===== config.mk =====
export PLATFORM = sky130hd
export DESIGN_NAME = ram_port_arbiter
export DESIGN_NICKNAME = d
export VERILOG_FILES = /design/src/rtl/ram_mgr_pkg.sv /design/src/rtl/rr_arbiter.sv /design/src/rtl/ram_port_arbiter.sv
export SDC_FILE = /design/constraint.sdc
export NUM_CORES = 1
export LEC_CHECK = 0
export ABC_AREA = 1
export CORE_MARGIN = 10
export CORE_UTILIZATION = 40
export CTS_CLUSTER_DIAMETER = 60
export DETAILED_ROUTE_END_ITERATION = 8
export HOLD_SLACK_MARGIN = 0.03
export PLACE_DENSITY = 0.76
export SLEW_MARGIN = 20
export SYNTH_ARGS = -nofsm -noshare
export SYNTH_HDL_FRONTEND = slang
export SYNTH_SLANG_ARGS = --single-unit

===== constraint.sdc =====
create_clock -name clk -period 3.9 [get_ports clk]
set_clock_uncertainty 0.1 [all_clocks]
set_input_delay 0.78 -clock clk [delete_from_list [all_inputs] [get_ports clk]]
set_output_delay 0.78 -clock clk [all_outputs]
set_load 0.03 [all_outputs]

===== src/rtl/ram_mgr_pkg.sv =====
// Shared definitions for the RAM-backed min-priority record store and its port arbiter.
// Record layout is key in the upper 32 bits, value in the lower 16 bits.
package ram_mgr_pkg;

    localparam int RECORD_LENGTH = 48;
    localparam int KEY_LENGTH    = 32;
    localparam int KEY_START     = 16;

    typedef logic [RECORD_LENGTH-1:0] record_t;

    typedef enum logic [1:0] {
        ST_OK      = 2'b00,
        ST_FULL    = 2'b01,
        ST_EMPTY   = 2'b10,
        ST_TIMEOUT = 2'b11
    } status_t;

    typedef enum logic [1:0] {
        S_IDLE   = 2'b00,
        S_ISSUE  = 2'b01,
        S_SETTLE = 2'b10,
        S_RESP   = 2'b11
    } arb_state_t;

endpackage


===== src/rtl/rr_arbiter.sv =====
// Combinational round-robin picker: the first asserted request strictly after
// i_last_grant (wrapping) wins, so the last winner has the lowest priority.
module rr_arbiter #(
    parameter int NUM_REQ = 4,
    parameter int IDXW    = $clog2(NUM_REQ)
) (
    input  logic [NUM_REQ-1:0] i_req,
    input  logic [IDXW-1:0]    i_last_grant,
    output logic [NUM_REQ-1:0] o_grant,
    output logic [IDXW-1:0]    o_grant_idx,
    output logic               o_any
);

    logic [IDXW-1:0] w_cand;

    always_comb begin
        o_grant     = '0;
        o_grant_idx = '0;
        o_any       = 1'b0;
        w_cand      = '0;
        for (int off = 1; off <= NUM_REQ; off++) begin
            w_cand = IDXW'((int'(i_last_grant) + off) % NUM_REQ);
            if (!o_any && i_req[w_cand]) begin
                o_any           = 1'b1;
                o_grant[w_cand] = 1'b1;
                o_grant_idx     = w_cand;
            end
        end
    end

endmodule


===== src/rtl/ram_port_arbiter.sv =====
// Shares the single push/pop port of ram_manager between NUM_REQ requesters,
// one operation at a time, with occupancy tracking, reject paths and a settle timeout.
module ram_port_arbiter
    import ram_mgr_pkg::*;
#(
    parameter int NUM_REQ = 4,
    parameter int DEPTH   = 64,
    parameter int TIMEOUT = 255
) (
    input  logic                                clk,
    input  logic                                rst,
    input  logic [NUM_REQ-1:0]                  req_valid,
    input  logic [NUM_REQ-1:0]                  req_op,
    input  logic [NUM_REQ*RECORD_LENGTH-1:0]    req_record,
    output logic [NUM_REQ-1:0]                  rsp_valid,
    output logic [RECORD_LENGTH-1:0]            rsp_record,
    output logic [1:0]                          rsp_status,
    output logic                                push_to_ram,
    output logic [RECORD_LENGTH-1:0]            record_to_push,
    output logic                                pop_from_ram,
    input  logic [RECORD_LENGTH-1:0]            min_record,
    input  logic                                min_valid,
    output logic [$clog2(DEPTH+1)-1:0]          occupancy,
    output logic                                busy,
    output logic                                error
);

    localparam int IDXW = $clog2(NUM_REQ);
    localparam int OCCW = $clog2(DEPTH + 1);
    localparam int TMRW = $clog2(TIMEOUT + 1);

    logic [NUM_REQ-1:0]       w_gnt;
    logic [IDXW-1:0]          w_gnt_idx;
    logic                     w_any;
    logic                     w_sel_op;
    record_t                  w_sel_record;

    arb_state_t               r_state;
    logic [IDXW-1:0]          r_last_grant;
    logic [NUM_REQ-1:0]       r_gnt;
    logic                     r_op;
    record_t                  r_pop_record;
    logic [TMRW-1:0]          r_timer;
    logic [OCCW-1:0]          r_occupancy;
    logic                     r_error;
    logic [NUM_REQ-1:0]       r_rsp_valid;
    record_t                  r_rsp_record;
    status_t                  r_rsp_status;
    logic                     r_push;
    record_t                  r_record_to_push;
    logic                     r_pop;
    logic                     r_busy;

    rr_arbiter #(
        .NUM_REQ (NUM_REQ),
        .IDXW    (IDXW)
    ) u_rr_arbiter (
        .i_req        (req_valid),
        .i_last_grant (r_last_grant),
        .o_grant      (w_gnt),
        .o_grant_idx  (w_gnt_idx),
        .o_any        (w_any)
    );

    // One-hot mux of the winning requester's op and record
    always_comb begin
        w_sel_op     = 1'b0;
        w_sel_record = '0;
        for (int i = 0; i < NUM_REQ; i++) begin
            if (w_gnt[i]) begin
                w_sel_op     = req_op[i];
                w_sel_record = req_record[i*RECORD_LENGTH +: RECORD_LENGTH];
            end
        end
    end

    always_ff @(posedge clk) begin
        if (rst) begin
            r_state          <= S_IDLE;
            r_last_grant     <= IDXW'(NUM_REQ - 1);
            r_gnt            <= '0;
            r_op             <= 1'b0;
            r_pop_record     <= '0;
            r_timer          <= '0;
            r_occupancy      <= '0;
            r_error          <= 1'b0;
            r_rsp_valid      <= '0;
            r_rsp_record     <= '0;
            r_rsp_status     <= ST_OK;
            r_push           <= 1'b0;
            r_record_to_push <= '0;
            r_pop            <= 1'b0;
            r_busy           <= 1'b0;
        end else begin
            r_rsp_valid  <= '0;
            r_rsp_record <= '0;
            r_rsp_status <= ST_OK;
            r_push       <= 1'b0;
            r_pop        <= 1'b0;

            case (r_state)
                S_IDLE: begin
                    if (w_any) begin
                        r_gnt        <= w_gnt;
                        r_last_grant <= w_gnt_idx;
                        r_op         <= w_sel_op;
                        r_busy       <= 1'b1;
                        if (r_error) begin
                            r_rsp_valid  <= w_gnt;
                            r_rsp_status <= ST_TIMEOUT;
                            r_state      <= S_RESP;
                        end else if (!w_sel_op && r_occupancy == OCCW'(DEPTH)) begin
                            r_rsp_valid  <= w_gnt;
                            r_rsp_status <= ST_FULL;
                            r_state      <= S_RESP;
                        end else if (w_sel_op && r_occupancy == '0) begin
                            r_rsp_valid  <= w_gnt;
                            r_rsp_status <= ST_EMPTY;
                            r_state      <= S_RESP;
                        end else if (w_sel_op) begin
                            // The store is settled while idle, so its minimum is the popped record
                            r_pop_record <= min_record;
                            r_pop        <= 1'b1;
                            r_state      <= S_ISSUE;
                        end else begin
                            r_push           <= 1'b1;
                            r_record_to_push <= w_sel_record;
                            r_state          <= S_ISSUE;
                        end
                    end
                end

                S_ISSUE: begin
                    r_occupancy      <= r_op ? (r_occupancy - 1'b1) : (r_occupancy + 1'b1);
                    r_record_to_push <= '0;
                    r_timer          <= '0;
                    r_state          <= S_SETTLE;
                end

                // Timer value 0 marks the blanking cycle where min_valid is still stale
                S_SETTLE: begin
                    r_timer <= r_timer + 1'b1;
                    if ((r_timer != '0 && min_valid) || (r_timer == '0 && r_occupancy == '0)) begin
                        r_rsp_valid  <= r_gnt;
                        r_rsp_status <= ST_OK;
                        r_rsp_record <= r_op ? r_pop_record : '0;
                        r_state      <= S_RESP;
                    end else if (r_timer == TMRW'(TIMEOUT - 1)) begin
                        r_rsp_valid  <= r_gnt;
                        r_rsp_status <= ST_TIMEOUT;
                        r_error      <= 1'b1;
                        r_state      <= S_RESP;
                    end
                end

                S_RESP: begin
                    r_busy  <= 1'b0;
                    r_state <= S_IDLE;
                end

                default: r_state <= S_IDLE;
            endcase
        end
    end

    assign rsp_valid      = r_rsp_valid;
    assign rsp_record     = r_rsp_record;
    assign rsp_status     = r_rsp_status;
    assign push_to_ram    = r_push;
    assign record_to_push = r_record_to_push;
    assign pop_from_ram   = r_pop;
    assign occupancy      = r_occupancy;
    assign busy           = r_busy;
    assign error          = r_error;

endmodule


==> Word level (Yosys, flattened, before mapping) <==
Cells that the tools add are included.
{ "classes": {"n_addsub": 7, "order_cmp": 8, "eq_ne": 11, "n_mux": 69, "n_bitwise": 11, "n_reduce_logical": 31} }
{ "ops": {"columns": ["cell", "n"], "rows": [
  ["$mux 48", 9],
  ["$pmux 48 s2", 1],
  ["$mux 4", 10],
  ["$mux 2", 16],
  ["$mux 1", 19],
  ["$pmux 8 s2", 1],
  ["$lt 2x3->1 const B", 4],
  ["$or 4x4->4", 3],
  ["$reduce_and 6->1", 2],
  ["$logic_and 1x1->1", 11],
  ["$add 8x1->8 const B", 1],
  ["$bmux 1 s2", 4],
  ["$demux 1 s2", 4],
  ["$eq 8x8->1 const B", 1],
  ["$ge 2x1->1 const B", 4],
  ["$logic_not 8->1", 1],
  ["$ne 2x2->1 const B", 4],
  ["$not 1->1", 8],
  ["$pmux 2 s4", 1],
  ["$pmux 4 s2", 1],
  ["$reduce_bool 8->1", 1],
  ["$add 7x1->7 const B", 1],
  ["$eq 7x7->1 const B", 1],
  ["$logic_not 7->1", 1],
  ["other kinds (18)", 28]
]} }
{ "totals": {"reg_bits": 178, "input_bits": 251, "out_inout_bits": 113, "word_cells": 152} }

==> Logic depth before layout (Yosys ltp) <==
Gate-level depths: netlist of the first run.
{ "logic_depth": {"depth_word": 23, "ltp_mapped": 21, "ltp_nobuf": 19} }

==> Hierarchy <==
From an unflattened synthesis of the first run, not the netlist that was laid out.
{ "hier_totals": {"cells_unflattened": 1290, "area_unflattened_um2": 8833.5} }
{ "by_module_without_submodules": {"columns": ["mod", "n_inst", "cells_per_inst", "area_each_um2", "seq_area_each_um2"], "rows": [
  ["ram_port_arbiter", 1, 1209, 8298.0, 3563.4],
  ["rr_arbiter", 1, 81, 535.5, 0.0]
]} }

==> Worst setup path after synthesis of the first run <==
No wires, ideal clock.
{ "synth_timing": {"path_kind": "register to register", "start": "reg r_last_grant[1]", "end": "reg r_pop_record[0]", "setup_time_ps": 113, "t_arrival_ps": 2525, "setup_slack_ps": 1162, "stages_incl_launch_ff": 20, "period_less_slack_ps": 2738, "path_cell_list": "dfxtp_1 inv_1 ha_1 inv_1 o211ai_1 nand2_1 nor2_2 nand2_1 nand3_2 nand3_1 nand2_1 nand2_1 nand2_2 nand2_1 inv_2 nand3_4 buf_6 buf_6 nor2_1 nor2_1"} }
{ "synth_via": {"elab_chain_len": 21, "elab_cells_between_ends": 59, "classes_between": "4 x add/sub; 8 x order compare; 28 x mux; 5 x bitwise; 14 x reduce/logical"} }
{ "synth_lines": {"columns": ["item", "line_no", "rtl"], "rows": [
  ["from (decl)", "ram_port_arbiter.sv:39", "logic [IDXW-1:0] r_last_grant;"],
  ["from (signal assigned)", "ram_port_arbiter.sv:80", "r_last_grant <= IDXW'(NUM_REQ - 1);"],
  ["from (signal assigned)", "ram_port_arbiter.sv:105", "r_last_grant <= w_gnt_idx;"],
  ["branches (longest 20 deep; another with $lt 2x3->1)", null, null],
  ["$reduce_and 6->1 (no source line) *", null, null],
  ["to (signal assigned)", "ram_port_arbiter.sv:122", "r_pop_record <= min_record;"],
  ["to (decl)", "ram_port_arbiter.sv:42", "record_t r_pop_record;"]
]} }
Every way passes the cells marked *. The select of a mux whose other input is x is not followed.
A chain may end at the register's enable or synchronous reset.

==> Final worst setup path of the first run <==
{ "layout_timing": {"start": "reg r_last_grant[1]", "end": "reg r_record_to_push[27], in the netlist record_to_push[27]"} }
{ "layout_via": {"elab_chain_len": 23, "elab_cells_between_ends": 71, "classes_between": "4 x add/sub; 8 x order compare; 4 x eq/ne; 38 x mux; 3 x bitwise; 14 x reduce/logical"} }
{ "layout_lines": {"columns": ["item", "line_no", "rtl"], "rows": [
  ["branches (longest 23 deep; another with $lt 2x3->1)", null, null],
  ["to (signal assigned)", "ram_port_arbiter.sv:127", "r_record_to_push <= w_sel_record;"],
  ["to (decl)", "ram_port_arbiter.sv:50", "record_t r_record_to_push;"]
]} }
Parallel ways; which one is timed is not known. The select of a mux whose other input is x is not followed.

==> flow_results.org, run 1 <==
** Outcome
- Result of the run :: finished, final reports clean

** STA
- Of the available clock period, the critical path in the final layout requires 90.30%.
- The final hold violation count was 0.
- Final worst setup slack :: about 0.38 ns
- Setup repair after global routing left no endpoint under its margin.
- At the pin with the least slew margin, the transition time is 0.6177 ns.
- After routing, the total negative slack on setup checks comes to 0 ns.
- The number of pins with negative max-slew slack in the final report was 0.
- Static timing analysis puts the maximum clock frequency at 0.2840 GHz.
- Setup violations remaining at the end of the flow were counted as 0.
- Clock period minus worst slack :: 3.522 ns
- Relative slew slack :: just under 60%

** CTS
- Maximum buffer depth of the clock tree :: 2
- Num CTS Buffers :: 17
- Clock slew at reported path FFs :: ~0.080 ns
- The number of hold buffers added after CTS was 0.
- Post-CTS repair changed the size of 0 cells.
- At the later pin of the worst-skew pair, clock insertion delay measures 0.43 ns.
- CTS saw 178 sinks.
- CTS tree :: built
- Buffers added to address setup during post-CTS repair amount to 0.
- The tree is rooted in a sky130_fd_sc_hd__clkbuf_16.
- Number of levels in the clock H-tree :: 4

** Global route
- The initial antenna violation count came to 4.
- Total global routing overflow :: 0
- Entering global routing, the biggest net connects roughly 100 pins.
- In the global route stage, overall resource usage came out at approximately 22%.
- The number of global-route vias before repair is 9,269.
- The first global-routing pass estimated 49.89 mm of wire.

** Synth
- A synthesized cell averages 6.679 µm².
- Post-synthesis net count :: 1,576
- Sequential cells were found to cover 40.91% of the synthesized design area.
- Counting flops and latches in the post-synthesis netlist gives 178.
- Count of synthesis-stage warnings from yosys :: 0
- Synth unique cells :: 39
- Number of cells produced by synthesis :: 1,304
- Summing every instance area after synthesis gives around 8700 µm².

** Route
- In the final routed layout, each cell accounts on average for 17.06 µm.
- After detailed routing, the number of remaining DRC violations is 0.
- 1st-pass router iterations :: 7
- WL final :: 32.69 mm
- The detailed router finished its first iteration with 713 violations.
- Using the TritonRoute via totals, the vias-per-cell ratio works out to approximately 5.
- Summing over every cut layer, the via total after detailed routing is 9,388.
- Once detail routing completed, the nets flagged for antenna violations numbered 0.

** Hold path
- Along the worst hold path, the cell count comes to 2.
- Type of the worst min-delay path :: register to register
- The path with the worst hold slack has its endpoint at rsp_record[38].
- The startpoint identified for the worst hold timing path is r_pop_record[38].

** Placed design
- Once detailed placement completed, the half-perimeter wirelength came to 24.53 mm.
- Gp weighted congestion :: 0.8997
- OpenSTA, run right after detailed placement, puts the worst setup slack at 0.2470 ns.
- Port buffering added 363 buffers.

** Finish
- The top cell types in the final layout, fill and taps aside, are sky130_fd_sc_hd__clkdlybuf4s50_1, sky130_fd_sc_hd__nand2_1, sky130_fd_sc_hd__nor2_1.
- After the last flow step, the layout net total stands at 1,899.
- Relative to the synthesized area, the layout overhead comes to 50.77%.
- Of the cells placed in the final design, the portion with a size suffix greater than 1 is 4.756%.
- Most common library cell in the layout ignoring fill and taps :: sky130_fd_sc_hd__clkdlybuf4s50_1

** Floorplanning
- The floorplan step defined a die boundary enclosing 28,080 µm².
- During I/O placement, the number of pins put on the boundary was ~360.
- Initial Utilization :: between 40% and 50%
- Floorplan row count :: 53
- Placeable Area :: ~21,000 µm²
- Horizontal die dimension :: 167.6 µm
- Die height :: 167.6 µm

** Worst setup path
- The critical path is of the register to register type.
- In this design, the critical path's most frequently occurring cell is sky130_fd_sc_hd__nand2_1.
- Critical register-to-register path endpoint :: record_to_push[27]
- Crit path max-delay family :: simple AND/OR/NAND/NOR gates
- Worst reg-to-reg setup slack :: around 0.38 ns
- In this design, the stage delay of the slowest critical-path cell is 0.52 ns.
- Worst Path Max Fanout :: 50
- CP Data Arrival Time :: 3.78 ns
- The number of buffers and inverters on the critical path is 4.
- The startpoint identified for the worst register-to-register timing path is r_last_grant[1].
- The signal on the critical path passes through inv_1 > ha_1 > inv_1 > o211ai_1 > nand2_1 > nor2_2 > nand2_1 > nand3_2 > buf_4 > nand3_1 > nand2_1 > o21ai_0 > nand2_1 > o21ai_0 > o21ai_0 > inv_1 > nor2_1.
- Among all stages on the critical path, the largest delay is contributed by sky130_fd_sc_hd__dfxtp_1.
- Critical path endpoint category :: register
- Data on the critical path is required at its endpoint by 4.16 ns.
- Crit path launch type :: register
- Measured in cells, the most critical reg-to-reg path has a length of 17.

** Pwr
- IR analysis of the VDD net gives a maximum drop of ~690 µV.
- Power density cells :: 911.9 nW/µm²
- The analysis attributes to cell leakage a power of a little under 0.006 µW.

** Run
- Max-cap violations in this run came to 0.
[worst reg2reg max path: stages (launching register included)]
cell	delay (ns)
sky130_fd_sc_hd__dfxtp_1	0.52
sky130_fd_sc_hd__inv_1	0.25
sky130_fd_sc_hd__ha_1	0.39
sky130_fd_sc_hd__inv_1	0.09
sky130_fd_sc_hd__o211ai_1	0.10
sky130_fd_sc_hd__nand2_1	0.18
sky130_fd_sc_hd__nor2_2	0.24
sky130_fd_sc_hd__nand2_1	0.10
sky130_fd_sc_hd__nand3_2	0.10
sky130_fd_sc_hd__buf_4	0.48
sky130_fd_sc_hd__nand3_1	0.26
sky130_fd_sc_hd__nand2_1	0.12
sky130_fd_sc_hd__o21ai_0	0.08
sky130_fd_sc_hd__nand2_1	0.06
sky130_fd_sc_hd__o21ai_0	0.07
sky130_fd_sc_hd__o21ai_0	0.16
sky130_fd_sc_hd__inv_1	0.06
sky130_fd_sc_hd__nor2_1	0.10
[where the power goes]
group / internal, µW / switching [µW]
Combinational: 2740 / 5060
Clock: 891 / 855
Sequential: 2240 / 191
[through the flow]
step                hold slack, ns  utilization, %  instances  power (µW)  instance area [µm²]
global route                0.3557           61.88       1916       13200                13130
floorplan                   0.3160               -       1304        8178                 8710
finish                      0.3235           61.88       1916       11980                13130
detailed placement          0.3239           58.99       1883       10250                12520
CTS                         0.3210           61.87       1915       12050                13130
global placement            0.3203           58.99       1883       10100                12520
[layout make-up]
cell class	count	area, µm²
Sequential cell	178	3563
Multi-Input combinational cell	899	4198
Inverter	146	550.5
Tap cell	275	344.1
Clock buffer	18	439.2
Fill cell	1984	8089
Antenna cell	1	2.502
Timing Repair Buffer	385	3861
Clock inverter	14	172.7
[synthesized netlist by cell type]
master	count	share of area [%]
sky130_fd_sc_hd__a211oi_1	1	0.086
sky130_fd_sc_hd__a21boi_0	2	0.17
sky130_fd_sc_hd__a21boi_1	1	0.086
sky130_fd_sc_hd__a21boi_2	1	0.13
sky130_fd_sc_hd__a21oi_1	80	4.6
sky130_fd_sc_hd__a21oi_2	1	0.10
sky130_fd_sc_hd__a22oi_1	1	0.086
sky130_fd_sc_hd__buf_1	4	0.17
sky130_fd_sc_hd__buf_2	20	1.1
sky130_fd_sc_hd__buf_4	7	0.60
sky130_fd_sc_hd__buf_6	6	0.78
sky130_fd_sc_hd__clkbuf_1	44	1.9
sky130_fd_sc_hd__dfxtp_1	178	41
sky130_fd_sc_hd__fa_1	1	0.23
sky130_fd_sc_hd__ha_1	20	2.9
sky130_fd_sc_hd__inv_1	142	6.1
sky130_fd_sc_hd__inv_2	3	0.13
sky130_fd_sc_hd__inv_4	1	0.072
sky130_fd_sc_hd__nand2_1	262	11
sky130_fd_sc_hd__nand2_2	4	0.29
sky130_fd_sc_hd__nand2_4	1	0.13
sky130_fd_sc_hd__nand3_1	64	3.7
sky130_fd_sc_hd__nand3_2	4	0.46
sky130_fd_sc_hd__nand3_4	1	0.20
sky130_fd_sc_hd__nand3b_1	2	0.17
sky130_fd_sc_hd__nand4_1	6	0.43
sky130_fd_sc_hd__nor2_1	214	9.2
sky130_fd_sc_hd__nor2_2	2	0.14
sky130_fd_sc_hd__nor2_4	1	0.13
sky130_fd_sc_hd__nor3_1	7	0.40
sky130_fd_sc_hd__nor4_1	4	0.29
sky130_fd_sc_hd__o211ai_1	1	0.086
sky130_fd_sc_hd__o21ai_0	184	11
sky130_fd_sc_hd__o21ai_1	28	1.6
sky130_fd_sc_hd__o221ai_1	1	0.10
sky130_fd_sc_hd__o22ai_4	1	0.23
sky130_fd_sc_hd__or2_2	1	0.072
sky130_fd_sc_hd__xnor2_1	1	0.10
sky130_fd_sc_hd__xor2_1	2	0.20
[routing by layer]
layer | global-route usage, % | vias up | wire length [µm]
met2 | 38.55 | 340 | 16040
met4 | 6.397 | 4 | 694
met5 | 0 | - | 27
li1 | - | 4777 | -
met3 | 9.551 | 43 | 3217
met1 | 23.52 | 4224 | 12710
[flip-flops by register name, indices dropped and copies added, names as in the netlist, 4 cells and up]
name	cells
occupancy	7
r_gnt	4
r_pop_record	48
r_timer	8
record_to_push	48
rsp_record	48
rsp_valid	4
[how the worst max path moves through the flow]
| stage | start | to | slack [ns] | cells after the start |
|---|---|---|---|---|
| 2_1_floorplan | r_last_grant[1] | r_pop_record[0] | 1.16 | 19 |
| 3_3_place_gp | req_valid[3] | record_to_push[2] | 0.29 | 16 |
| 3_5_place_dp | req_valid[3] | record_to_push[2] | 0.25 | 16 |
| 4_1_cts | r_last_grant[1] | record_to_push[2] | 0.39 | 17 |
| 5_1_grt | r_last_grant[1] | record_to_push[3] | 0.05 | 17 |
| 6_report | r_last_grant[1] | record_to_push[27] | 0.38 | 17 |
[logic make-up (layout without fill, tap and decap cells)]
family / after synthesis / count (layout) / share of synthesized area [%]
adder cells (fa/ha/maj): 21 / 21 / 3.103
AO/OA/AOI/OAI: 302 / 302 / 17.86
AND/OR/NAND/NOR: 573 / 573 / 26.91
other: 0 / 1 / 0
XOR/XNOR: 3 / 3 / 0.3017
buffers and inverters: 227 / 563 / 10.92
flip-flops: 178 / 178 / 40.91
No activity file was read; power rests on OpenSTA's default activity.
==> run 2: changes to the inputs <==
- SLEW_MARGIN: 20 -> default
==> results of run 2 <==
No change in the layout: final DEF, timing and power equal those of run 1.
==> run 3: changes to the inputs <==
- REMOVE_ABC_BUFFERS: default -> 1
==> flow_results.org, run 3 (synthesized netlist as in run 1, its figures left out) <==
** STA
- The measured slew at the worst slew-check pin is 0.5757 ns (was 0.6177 ns).
- The fmax is 0.2944 GHz (was 0.2840 GHz).
- RSZ-0062 raised after global routing: false (unchanged).
- The worst slew margin relative to its limit is 61.62% (was 58.82%).
- Final setup vio count :: 0 (unchanged)
- Share of the clock period used by the worst path after layout :: 87.09% (was 90.30%)
- The final hold slack is 0.3357 ns (was 0.3235 ns).
- The final hold violation count is 0 (unchanged).
- The number of pins with negative max-slew slack in the final report is 0 (unchanged).
- Clock period minus worst slack :: 3.396 ns (was 3.522 ns)

** Route
- Post-detailed-route wirelength per cell :: 16.44 µm (was 17.06 µm)
- Antenna-violating nets left :: 0 (unchanged)
- The detailed router's first-iteration violation count came to 683 (was 713).
- The final wirelength is 31.45 mm (was 32.69 mm).
- 1st-pass router iterations :: 5 (was 7)
- The average via count per standard cell came to 4.869 (was 4.900).
- The number of remaining DRC errors came to 0 (unchanged).
- Via total after detailed routing :: 9,315 (was 9,388)

** Global route
- Total global routing overflow :: 0 (unchanged)
- The initial antenna violation count came to 3 (was 4).
- The overall routing resource usage was 21.20% (was 22.02%).
- The number of global-route vias before repair is 8,878 (was 9,269).
- Maximum number of pins on one net before global-route repair :: 104 (unchanged)
- The first-pass GRT wire length is 48.56 mm (was 49.89 mm).

** Worst setup path
- Critical path endpoint category :: register (unchanged)
- Worst Setup Path Type :: register to register (unchanged)
- Data required, critical path :: 4.15 ns (was 4.16 ns)
- The nature of the critical path startpoint is a register (unchanged).
- Crit path max-delay family :: simple AND/OR/NAND/NOR gates (unchanged)
- Crit-path slowest cell :: sky130_fd_sc_hd__dfxtp_1 (unchanged)
- Worst Path Max Fanout :: 48 (was 50)
- The register-to-register setup slack was 0.50 ns (was 0.38 ns).
- Reg2reg path depth :: 17 (unchanged)
- The number of buffer and inverter instances along the worst setup path is 5 (was 4).
- Critical path, cell by cell: inv_4 > ha_1 > inv_1 > o211ai_1 > nand2_1 > nand3b_1 > nand3_2 > inv_2 > buf_4 > nand3_1 > nand2_1 > o21ai_0 > nand2_1 > o21ai_0 > o21ai_0 > inv_1 > nor2_1 (was inv_1 > ha_1 > inv_1 > o211ai_1 > nand2_1 > nor2_2 > nand2_1 > nand3_2 > buf_4 > nand3_1 > nand2_1 > o21ai_0 > nand2_1 > o21ai_0 > o21ai_0 > inv_1 > nor2_1).
- CP Data Arrival Time :: 3.65 ns (was 3.78 ns)
- Biggest cell delay along the critical path :: 0.64 ns (was 0.52 ns)
- The cell count along the critical path came to 17 (unchanged).

** Outcome
- Result of the run :: finished, final reports clean (unchanged)

** Hold path
- Depth of the worst hold-timing path :: 2 (unchanged)
- Type of the worst min-delay path :: register to register (unchanged)

** CTS
- The clock-pin transition on the worst setup and hold timing paths was 0.08 ns (about the same).
- The clock tree buffer depth was 2 (unchanged).
- Num CTS Buffers :: 17 (unchanged)
- The total of hold buffers inserted after clock tree synthesis came to 0 (unchanged).
- CTS tree :: built (unchanged)
- The buffer count from post-CTS setup fixing was 0 (unchanged).
- Number of resized instances in the post-cts repair step :: 0 (unchanged)
- The maximum level of the CTS H-tree is 4 (unchanged).
- Clock root buffer :: sky130_fd_sc_hd__clkbuf_16 (unchanged)
- Clock Sink Count :: 178 (unchanged)
- Skew-Pair Late Insertion Delay :: 0.43 ns (about the same)

** Pwr
- Gate power share :: 65.3% (was 65.1%)
- The maximum vdd ir drop came to 802.1 µV (was 690.0 µV).
- The part of the power in registers was 20.5% (was 20.3%).
- The internal power of the cells is 5867 µW (was 5874 µW).
- Switching part of the total power :: 50.75% (was 50.95%)
- The power density over cell area came to 908.8 nW/µm² (was 911.9 nW/µm²).
- Switching component of the power :: 6047 µW (was 6101 µW)
- The leakage power of the design was 0.005931 µW (was 0.005950 µW).
- The clock share of power was 14.2% (was 14.6%).

** Finish
- The area added between synthesis and finish was 50.52% (was 50.77%).
- Number of nets in the layout :: 1,895 (was 1,899)
- The number of cells in the finished layout apart from fillers is 1,913 (was 1,916).
- Ratio of cells with drive above 1 in the final layout :: 4.462% (was 4.756%)
- Fill cell count :: 1,909 (was 1,984)
- Leading cell types in the layout, fill and taps excluded :: sky130_fd_sc_hd__clkdlybuf4s50_1, sky130_fd_sc_hd__nand2_1, sky130_fd_sc_hd__nor2_1 (unchanged)
- End-of-flow core utilization :: 61.78% (was 61.88%)
- Most common library cell in the layout ignoring fill and taps :: sky130_fd_sc_hd__clkdlybuf4s50_1 (unchanged)

** Floorplanning
- The floorplan die area is 28,080 µm² (unchanged).
- Die height :: 167.6 µm (unchanged)
- The number of placement rows came to 53 (unchanged).
- Initial Utilization :: 41.04% (unchanged)
- The I/O pin count is 364 (unchanged).
- The die boundary width came to 167.6 µm (unchanged).
- Placeable Area :: 21,220 µm² (unchanged)

** Placed design
- The HPWL after detailed placement was 23.71 mm (was 24.53 mm).
- The number of port buffers is 363 (unchanged).
- The placer's final routability congestion estimate was 0.9227 (was 0.8997).
- Placed cells :: 1,879 (was 1,883)

** Run
- Max-Cap Viols :: 0 (unchanged)
[run 3: path summary, 6_finish.rpt]
check                                         end             start
worst min register to register     rsp_record[39]  r_pop_record[39]
worst max register to register  record_to_push[7]   r_last_grant[0]
worst min-delay path               rsp_record[39]  r_pop_record[39]
worst max-delay path            record_to_push[7]   r_last_grant[0]
[run 3: worst reg2reg max path, delay by kind of cell, from the launching register on]
| kind | cells | cell delay, ns |
|---|---|---|
| compound gates | 4 | 0.40 |
| fa+ha+maj | 1 | 0.36 |
| buf+inv | 5 | 0.82 |
| flops | 1 | 0.64 |
| simple gates | 7 | 1.01 |
[run 3: area by class of cell]
| cell class | instances | area, µm² | area share [%] |
|---|---|---|---|
| Antenna cell | 2 | 5.005 | 0.03818 |
| Clock buffer | 18 | 429.2 | 3.274 |
| Clock inverter | 14 | 151.4 | 1.155 |
| Inverter | 146 | 550.5 | 4.199 |
| Multi-Input combinational cell | 899 | 4198 | 32.02 |
| Sequential cell | 178 | 3563 | 27.18 |
| Tap cell | 275 | 344.1 | 2.625 |
| Timing Repair Buffer | 381 | 3869 | 29.51 |
[run 3: power by group through the flow]
stage | Combinational, µW | Clock, µW | Sequential (µW)
finish | 7780 | 1690 | 2440
CTS | 7790 | 1720 | 2440
floorplan | 4800 | 0 | 2850
global placement | 7610 | 0 | 2460
detailed placement | 7760 | 0 | 2480
global route | 8840 | 1810 | 2490
[run 3: per-layer routing]
metal | wire, µm | global-route usage (%)
met1 | 12700 | 24.42
met2 | 14990 | 35.47
met3 | 3348 | 9.363
met4 | 398 | 4.731
met5 | 13 | 0
[run 3: stage by stage]
step                power (µW)  setup slack, ns  TNS (ns)  instance area [µm²]
global placement         10070           0.4486         0                12520
CTS                      11960           0.5351         0                13110
global route             13140           0.1627         0                13110
finish                   11910           0.5036         0                13110
detailed placement       10230           0.3463         0                12520
floorplan                 7645          -0.3980    -35.20                 8309
==> RTL edit (config.mk and constraints of run 1) <==
`DEPTH`: 64 -> 32.
--- a/src/rtl/ram_port_arbiter.sv
+++ b/src/rtl/ram_port_arbiter.sv
@@ -5,5 +5,5 @@
 #(
     parameter int NUM_REQ = 4,
-    parameter int DEPTH   = 64,
+    parameter int DEPTH   = 32,
     parameter int TIMEOUT = 255
 ) (
Ports: changed (resized occupancy); port bits go from 364 to 363. The function was not compared with the original's and may differ.
==> RTL edit against run 1 <==
Wire length down 2.3%. Total power rose by 1.2%. Area after synthesis decreased by 0.72%. Final cell count down 0.73%. Worst setup slack better by 0.19 ns. Sequential share of layout area down 0.068 points. Global-route usage fell by 0.44 points. Design area down 0.31%. Sequential cell count fell by 1. First-iteration DRC count shrank 16%. Sequential power about the same.
==> RTL edit: results (changes against run 1) <==
* Status: finished clean (unchanged)
* Critical path fanouts, max: 21 (was 50)
* Count of cell types in the netlist: 41 (was 39)
* Share of synthesized area occupied by flip-flops and latches: 41.0% (was 40.9%)
- Cells taking the most area after synthesis: sky130_fd_sc_hd__dfxtp_1, sky130_fd_sc_hd__nand2_1, sky130_fd_sc_hd__nor2_1, sky130_fd_sc_hd__o21ai_0, sky130_fd_sc_hd__inv_1 (was sky130_fd_sc_hd__dfxtp_1, sky130_fd_sc_hd__nand2_1, sky130_fd_sc_hd__o21ai_0, sky130_fd_sc_hd__nor2_1, sky130_fd_sc_hd__inv_1).
* Remaining max-slew budget at the tightest pin: 61.9% (was 58.8%)
- Port Buffer Count: 362 (was 363)
- The beginning of the worst register-to-register path is r_last_grant[0] (was r_last_grant[1]).
- The mean area per synthesized cell came to 6.71 um^2 (was 6.68 um^2).
- The origin of the worst min-delay path is r_pop_record[4] (was r_pop_record[38]).
- Count of fill cells added during filler insertion: 1,889 (was 1,984)
- Max VDD drop: 644 uV (was 690 uV)
- Nonclk inv count: 142 (was 146)
- Routability congestion estimate: 0.916 (was 0.900)
* Area Overhead vs Synth: 51.4% (was 50.8%)
- Data buffer area share: 29.5% (was 29.4%)
- The non-clock buffer count in the final layout was 381 (was 385).
- The via count of the first global-routing pass came to 8,973 (was 9,269).
* Adder and majority gate portion of the synthesized area: 2.98% (was 3.10%)
- The post-route worst hold slack came to 0.325 ns (was 0.323 ns).
* Nets in the synthesized netlist: 1,559 (was 1,576)
* Sequential cell area in the final layout: 0.00354 mm^2 (was 0.00356 mm^2)
- The met1 track utilization from global routing is 23.1% (was 23.5%).
- Tot GR Track Use: 21.6% (was 22.0%)
- Count of multi-input combinational gates: 888 (was 899)
- The met2 layer usage reported by global route came to 36.9% (was 38.6%).
- The number of iterations in the first detailed-routing pass was 5 (was 7).
- Share of final layout cell area taken by clock buffers and inverters: 4.77% (was 4.66%)
- The number of nets in the layout came to 1,878 (was 1,899).
* Synth Area in XOR/XNOR: 0.405% (was 0.302%)
-- RTL edit: cell types whose count changed in the layout (fill, tap and decap cells not counted), sizes merged, moves of 2 or more --
cell,delta
a21oi,-3
buf,-3
clkinv,+5
diode,+6
inv,-8
nand2,-5
nand3b,-2
nand4,+2
nor2,-4
nor3,-2
nor3b,+4
nor4,-2
xnor2,+2
-- RTL edit: stage by stage --
step	util (%)	std cells	setup slack, ns	total power, uW
6_report	61.9	1902	0.564	12100
3_3_place_gp	58.8	1863	0.449	10200
4_1_cts	61.8	1895	0.591	12200
2_1_floorplan	-	1288	1.19	8270
5_1_grt	61.8	1899	0.222	13300
3_5_place_dp	58.8	1863	0.390	10400
-- RTL edit: final timing paths --
kind                       end  depth (start not counted)
max reg2reg  record_to_push[8]                         19
min              rsp_record[4]                          2
max          record_to_push[8]                         19
min reg2reg      rsp_record[4]                          2
-- RTL edit: layer usage --
metal	share of wire [%]	vias up
li1	-	4735
met1	39	4124
met2	48	338
met3	10	44
met4	2.5	4
met5	0.085	-
